===== src/rtl/shift_normalizer.sv =====
`default_nettype none
// +--------------------------------------------------------------------------+
// | shift_normalizer: iterative leading/trailing-zero normalizer             |
// | Rev 1.0 - initial release                                                |
// +--------------------------------------------------------------------------+
module shift_normalizer #(
    parameter  int N = 8,
    localparam int L = $clog2(N)
) (
    input  logic         clk,
    input  logic         rst_n,
    input  logic         in_valid,
    output logic         in_ready,
    input  logic [N-1:0] data_in,
    input  logic         shift_dir,
    output logic         out_valid,
    input  logic         out_ready,
    output logic [N-1:0] data_out,
    output logic [L-1:0] shift_amt,
    output logic         is_zero
);

    localparam logic [L-1:0] c_half = L'(N / 2);
    localparam logic [L-1:0] c_last = L'(L - 1);
    localparam logic [N-1:0] c_ones = '1;

    typedef enum logic [1:0] {
        S_IDLE   = 2'd0,
        S_SEARCH = 2'd1,
        S_DONE   = 2'd2
    } state_t;

    state_t         r_state;
    state_t         w_state_nxt;
    logic           w_accept;
    logic           w_last;

    logic [N-1:0]   r_work;
    logic [L-1:0]   r_cnt;
    logic [L-1:0]   r_k;
    logic           r_dir;
    logic           r_zero;

    logic           r_in_ready;
    logic           r_out_valid;
    logic [N-1:0]   r_data_out;
    logic [L-1:0]   r_shift_amt;
    logic           r_is_zero;

    logic [L-1:0]   w_w;
    logic [N-1:0]   w_mask_hi;
    logic [N-1:0]   w_mask_lo;
    logic           w_hit;
    logic [N-1:0]   w_work_nxt;
    logic [L-1:0]   w_cnt_nxt;

    // Stage width halves every cycle: N/2, N/4, ..., 1.
    assign w_w        = c_half >> r_k;
    assign w_mask_hi  = ~(c_ones >> w_w);
    assign w_mask_lo  = ~(c_ones << w_w);
    assign w_hit      = r_dir ? ((r_work & w_mask_lo) == '0)
                              : ((r_work & w_mask_hi) == '0);
    assign w_work_nxt = !w_hit ? r_work : (r_dir ? (r_work >> w_w) : (r_work << w_w));
    assign w_cnt_nxt  = w_hit ? (r_cnt + w_w) : r_cnt;

    always_ff @(posedge clk or negedge rst_n) begin
        if (!rst_n) begin
            r_state <= S_IDLE;
        end else begin
            r_state <= w_state_nxt;
        end
    end

    always_comb begin
        w_state_nxt = r_state;
        w_accept    = 1'b0;
        w_last      = 1'b0;
        case (r_state)
            S_IDLE: begin
                if (in_valid && r_in_ready) begin
                    w_accept    = 1'b1;
                    w_state_nxt = S_SEARCH;
                end
            end
            S_SEARCH: begin
                if (r_k == c_last) begin
                    w_last      = 1'b1;
                    w_state_nxt = S_DONE;
                end
            end
            S_DONE: begin
                if (out_ready) begin
                    w_state_nxt = S_IDLE;
                end
            end
            default: w_state_nxt = S_IDLE;
        endcase
    end

    always_ff @(posedge clk or negedge rst_n) begin
        if (!rst_n) begin
            r_work      <= '0;
            r_cnt       <= '0;
            r_k         <= '0;
            r_dir       <= 1'b0;
            r_zero      <= 1'b0;
            r_in_ready  <= 1'b0;
            r_out_valid <= 1'b0;
            r_data_out  <= '0;
            r_shift_amt <= '0;
            r_is_zero   <= 1'b0;
        end else begin
            r_in_ready  <= (w_state_nxt == S_IDLE);
            r_out_valid <= (w_state_nxt == S_DONE);
            if (w_accept) begin
                r_work <= data_in;
                r_dir  <= shift_dir;
                r_cnt  <= '0;
                r_k    <= '0;
                r_zero <= (data_in == '0);
            end else if (r_state == S_SEARCH) begin
                r_work <= w_work_nxt;
                r_cnt  <= w_cnt_nxt;
                r_k    <= r_k + 1'b1;
            end
            // An all-zero word would otherwise report a count of N-1.
            if (w_last) begin
                r_data_out  <= r_zero ? '0 : w_work_nxt;
                r_shift_amt <= r_zero ? '0 : w_cnt_nxt;
                r_is_zero   <= r_zero;
            end
        end
    end

    assign in_ready  = r_in_ready;
    assign out_valid = r_out_valid;
    assign data_out  = r_data_out;
    assign shift_amt = r_shift_amt;
    assign is_zero   = r_is_zero;

endmodule
`default_nettype wire


===== config.mk =====
export PLATFORM = sky130hd
export DESIGN_NAME = shift_normalizer
export DESIGN_NICKNAME = d
export VERILOG_FILES = /design/src/rtl/shift_normalizer.sv
export SDC_FILE = /design/constraint.sdc
export NUM_CORES = 1
export LEC_CHECK = 0
export BUFFER_PORTS_ARGS = -buffer_cell sky130_fd_sc_hd__buf_2
export CAP_MARGIN = 20
export CORE_AREA = 2 2 71 73
export DETAILED_ROUTE_END_ITERATION = 6
export DIE_AREA = 0 0 73 75
export MAX_ROUTING_LAYER = met4
export PLACE_DENSITY = 0.74
export REMOVE_ABC_BUFFERS = 1
export SYNTH_ARGS = -nofsm -noshare
export SYNTH_HDL_FRONTEND = slang
export SYNTH_SLANG_ARGS = --single-unit

===== constraint.sdc =====
create_clock -name clk -period 2.2 [get_ports clk]
set_input_delay 0.22 -clock clk [delete_from_list [all_inputs] [get_ports clk]]
set_output_delay 0.22 -clock clk [all_outputs]
set_load 0.05 [all_outputs]

; After elaboration in Yosys (flattened, before gate mapping)
; Cells that the tools add are included.
[totals]
register_bits = 32
[classes]
n_addsub = 2
muxes = 20
n_bitwise = 4
n_reduce_logical = 7
shifts = 5
n_eq_ne = 4
[op_table]
columns = operator, n
row1 = $mux W8, 5
row2 = $logic_not A8 Y1, 3
row3 = $mux W3, 6
row4 = $and A8 B8 Y8, 2
row5 = $not A8 Y8, 2
row6 = $shl A8 B3 Y8, 1
row7 = $shl A8 B3 Y8 const A, 1
row8 = $shr A8 B3 Y8, 1
row9 = $shr A8 B3 Y8 const A, 1
row10 = $mux W2, 3
row11 = $pmux W2 S3, 1
row12 = $mux W1, 5
row13 = $eq A2 B2 Y1 const B, 2
row14 = $logic_not A2 Y1, 2
row15 = $add A3 B1 Y3 const B, 1
row16 = $add A3 B3 Y3, 1
row17 = $eq A3 B2 Y1 const B, 1
row18 = $shr A3 B3 Y3 const A, 1
row19 = $eq A2 B1 Y1 const B, 1
row20 = $reduce_bool A2 Y1, 1
row21 = $logic_and A1 B1 Y1, 1

; Logic depth before layout (Yosys ltp)
[depth]
word_depth = 9
mapped_depth = 13

; Least setup slack after synthesis
; OpenSTA, ideal clock, no wires.
[synth_timing]
path_type = register to register
from = register r_k[0]
to = register r_shift_amt[2], in the netlist shift_amt[2]
required_time_ns = 2.066
setup_slack_ns = -0.046
arrival_ns = 2.112
path_stages_with_launch = 14
synth_period_minus_slack_ns = 2.246
path_buffers = 2
cell_sequence = dfrtp_1 inv_1 ha_1 buf_2 nand2b_1 buf_4 inv_2 ha_1 ha_1 a21oi_1 nor2_1 a221oi_1 or2_0 o211ai_1
[synth_between]
elab_chain_len = 8
elab_cells_between_ends = 16
classes_between = 1 x add/sub / 1 x eq/ne / 3 x shift / 5 x mux / 4 x bitwise / 2 x reduce/logical
[synth_lines]
columns = item, line
row1 = from (decl), 40  ; logic [L-1:0] r_k;
row2 = from (signal assigned), 124  ; r_k <= r_k + 1'b1;
row3 = $shr A3 B3 Y3, 58  ; assign w_w = c_half >> r_k;
row4 = $shr A8 B3 Y8 or $shl A8 B3 Y8 (tied branches), "59, 60"
row5 = "$not A8 Y8, on equally long branches", "59, 60"
row6 = "$and A8 B8 Y8, on equally long branches", "62, 61"
row7 = "$logic_not A8 Y1, on equally long branches", "62, 61"
row8 = $mux W1, 61  ; assign w_hit = r_dir ? ((r_work & w_mask_lo) == '0)
row9 = $mux W3, 64  ; assign w_cnt_nxt = w_hit ? (r_cnt + w_w) : r_cnt;
row10 = $mux W3, 129  ; r_shift_amt <= r_zero ? '0 : w_cnt_nxt;
row11 = to (signal assigned), 129
row12 = to (decl), 47  ; logic [L-1:0] r_shift_amt;
; Parallel ways exist; a longest one is shown, timed or not.
; A chain may end at the register's enable or synchronous reset.

; Worst setup path after layout
[layout_timing]
from = register r_k[0]
to = register r_work[3]
[layout_between]
elab_chain_len = 9
elab_cells_between_ends = 16
classes_between = 5 x shift / 5 x mux / 4 x bitwise / 2 x reduce/logical
[layout_lines]
columns = item, line
row1 = $shr A3 B3 Y3 *, 58
row2 = $shr A8 B3 Y8 or $shl A8 B3 Y8 (tied branches), "59, 60"
row3 = "$not A8 Y8, on equally long branches", "59, 60"
row4 = "$and A8 B8 Y8, on equally long branches", "62, 61"
row5 = "$logic_not A8 Y1, on equally long branches", "62, 61"
row6 = $mux W1, 61
row7 = $mux W8 *, 63  ; assign w_work_nxt = !w_hit ? r_work : (r_dir ? (r_work >> w_w) : (r_work << w_w));
row8 = $mux W8 *, 121  ; end else if (r_state == S_SEARCH) begin
row9 = $mux W8 *, 115  ; if (w_accept) begin
row10 = to (signal assigned), 116  ; r_work <= data_in;
row11 = to (signal assigned), 122  ; r_work <= w_work_nxt;
row12 = to (decl), 38  ; logic [N-1:0] r_work;
; Every way passes the cells marked *; elsewhere a longest branch is shown, timed or not. The select of a mux whose other input is x is not followed.

==> flow_summary.toml <==
[run_status]
status = "finished, violations left"
violations = "DRC, setup timing"

[clock_network]
cts.htree.levels = 2
clk_latency_ps = 290
cts_tree = "yes"
clockBufferDepth = 2
cts_sinks = 32
path_clk_slew_ps = 70
numCtsBuffers = 5
ctsRootBufferMaster = "clkbuf_8"

[logic_synthesis]
synth_area_per_cell_um2 = 8.53
ys.warnings.count = 0
ys_async_sr_fraction_pct = 100
synth.top_cell.area_share_pct = 33.1
syn_area_um2 = 2420
synth_edf_count = 0
ys_ff_latch = 32
yosysTopAreaCell = "dfrtp_1"
yosysSeqAreaShare_pct = 33.1
synth.top_cells.by_count = "nand2_1, dfrtp_1, nor2_1"
postSynthCellCount = 284
synth.most_common_cell = "nand2_1"
yosys.cell_types.count = 59
synth_area_leaders = "dfrtp_1, nand2_1, mux2i_1, o21ai_0, ha_1"
ys.flop_type = "dfrtp_1"

[setup_path]
crit_type = "reg -> reg"
cp-start-kind = "flop"
r2r_slack_ps = -130
cp.required_ps = 2370
cp_max_fo = 8
endpoint_kind = "flop"
worstPathArrival_ps = 2500

[drt]
finalWirelength_um = 8230
vias = 2636
drc = 1
ant_nets = 0
drtIter0Drc = 269
wl_per_cell_um = 19.9
viasPerCell = 6.38
drtPass1Iterations = 7

[floorplan]
std_cell_rows = 25
die_h_um = 75
initial_core_util_pct = 52.0
die_area_um2 = 5480
die_w_um = 73
io_pins = 27
core_region_area_um2 = 4660

[sta]
setup_tns_ps = -1120
setup_violations = 21
period_share_pct = 106
maxSlewViolCount = 0
max_clock_freq_ghz = 0.429
rsz0062_at_grt = "yes"
fin_ws_ps = -133
fin_crit_ps = 2330
tightest_slew_ps = 720
slew-limit-headroom_pct = 52.0
skew_ps = 9.72
final_hold_viol_count = 0

[flow_run]
cap_violations = 0

[global_route]
overflow = 0
grtUsageTotal_pct = 32.9
first_global_vias = 2482
grt_pass1_wl_um = 13100
antenna_found_initial = 0
grt_max_degree = 33

[placed_design]
dp_hpwl_um = 5610
gp_congestion = 1.00
portBuffers = 26

[final_layout]
nNetsFinal = 377
areaGrowthSynthToFinish_pct = 40.5
finish.utilization_pct = 73.0
num_antenna_cells = 0
final_layout_size_suffix_gt1_share_pct = 41.5

[worst_hold_path]
hp-class = "in -> reg"
==> area by class of cell <==
type / count / area [um^2]
multi-input cells: 213 / 1640
clock inverters: 1 / 30.0
clock buffers: 7 / 96.3
repair buffers: 95 / 727
fillers: 325 / 1260
inverters: 11 / 43.8
flip-flops and latches: 32 / 801
well taps: 54 / 67.6
==> metrics by stage <==
step	setup slack (ps)	cells	hold slack [ps]	cell area, um^2
6_report	-133	413	141	3400
5_1_grt	-197	413	151	3400
4_1_cts	-92.6	412	139	3260
3_5_place_dp	-270	394	304	2910
3_3_place_gp	-279	394	299	2910
2_1_floorplan	-1010	256	-75.6	2270
==> layout by cell type (no fill, tap or decap), drive strengths merged, types with 2 or more instances in the layout <==
master | netlist | final
nor2b | 6 | 6
o211ai | 3 | 3
a21o | 2 | 2
a211o | 2 | 2
and3 | 2 | 2
dfrtp | 32 | 32
a22o | 3 | 3
or2 | 2 | 2
o221ai | 9 | 9
a221oi | 2 | 2
o21ai | 23 | 23
and2 | 2 | 2
mux4 | 3 | 3
nor3 | 3 | 3
inv | 11 | 11
ha | 6 | 6
or4b | 2 | 2
a2111oi | 3 | 3
mux2i | 10 | 10
buf | 14 | 94
o22ai | 7 | 7
a211oi | 4 | 4
a21oi | 16 | 16
o21a | 4 | 4
clkbuf | 14 | 7
nor2 | 20 | 20
nand2b | 4 | 4
nor4 | 2 | 2
mux2 | 2 | 2
nand2 | 35 | 35
nand3 | 6 | 6
o31ai | 3 | 3
a221o | 4 | 4
nor3b | 6 | 6
==> worst max-delay path, stage by stage (launching register included) <==
cell	delay [ps]
dfrtp_1	440
inv_2	130
ha_4	220
nor2_1	70
buf_4	130
o22ai_1	240
o21ai_2	140
a21oi_4	260
buf_6	150
buf_6	100
nor3b_2	40
a221o_1	280
==> registers in the layout (all words and copies together), names as in the netlist <==
| name | flops |
|---|---|
| shift_amt | 3 |
| data_out | 8 |
| r_work | 8 |
| is_zero | 1 |
| r_dir | 1 |
| out_valid | 1 |
| r_state | 2 |
| in_ready | 1 |
| r_k | 3 |
| r_cnt | 3 |
| r_zero | 1 |
==> layer usage <==
layer  track usage, %  vias up  wire length [um]
li1                 -     1204                 -
met1             42.2     1220              3390
met2             52.0      180              3960
met3             6.29       32               649
met4             11.9        0               238
met5                -        -                 0
==> kinds of logic (layout without fill, tap and decap cells) <==
logic type	count (synthesis)	count (layout)	share of synthesized area, %
xor+xnor	2	2	0.723
simple gates	94	94	19.2
compound gates	95	95	27.5
buf+inv	39	114	8.06
fa+ha+maj	7	7	3.56
flops	32	32	33.1
mux	15	15	7.85
==> path summary, 6_finish.rpt <==
check                      cells past startpoint   startpoint      endpoint
setup / recovery                              11       r_k[0]     r_work[3]
hold / removal                                 3    shift_dir         r_dir
setup reg to reg                              11       r_k[0]     r_work[3]
hold reg to reg                                2  data_out[2]   data_out[2]
max in group asynchronous                      2        rst_n  shift_amt[2]
min in group asynchronous                      2        rst_n     r_work[7]
==> repair_timing <==
| action | CTS | global route |
|---|---|---|
| pin swaps | 13 | 15 |
| resized for setup | 39 | 31 |
| buffers inserted | 10 | 2 |
| endpoints found under the hold margin | 12 | 0 |
| hold buffers | 1 | 0 |
| endpoints found under the setup margin | 22 | 22 |
Power is left out: the tool's default activity adds up to more than one toggle a clock period on the data nets, which glitch-free logic cannot reach.
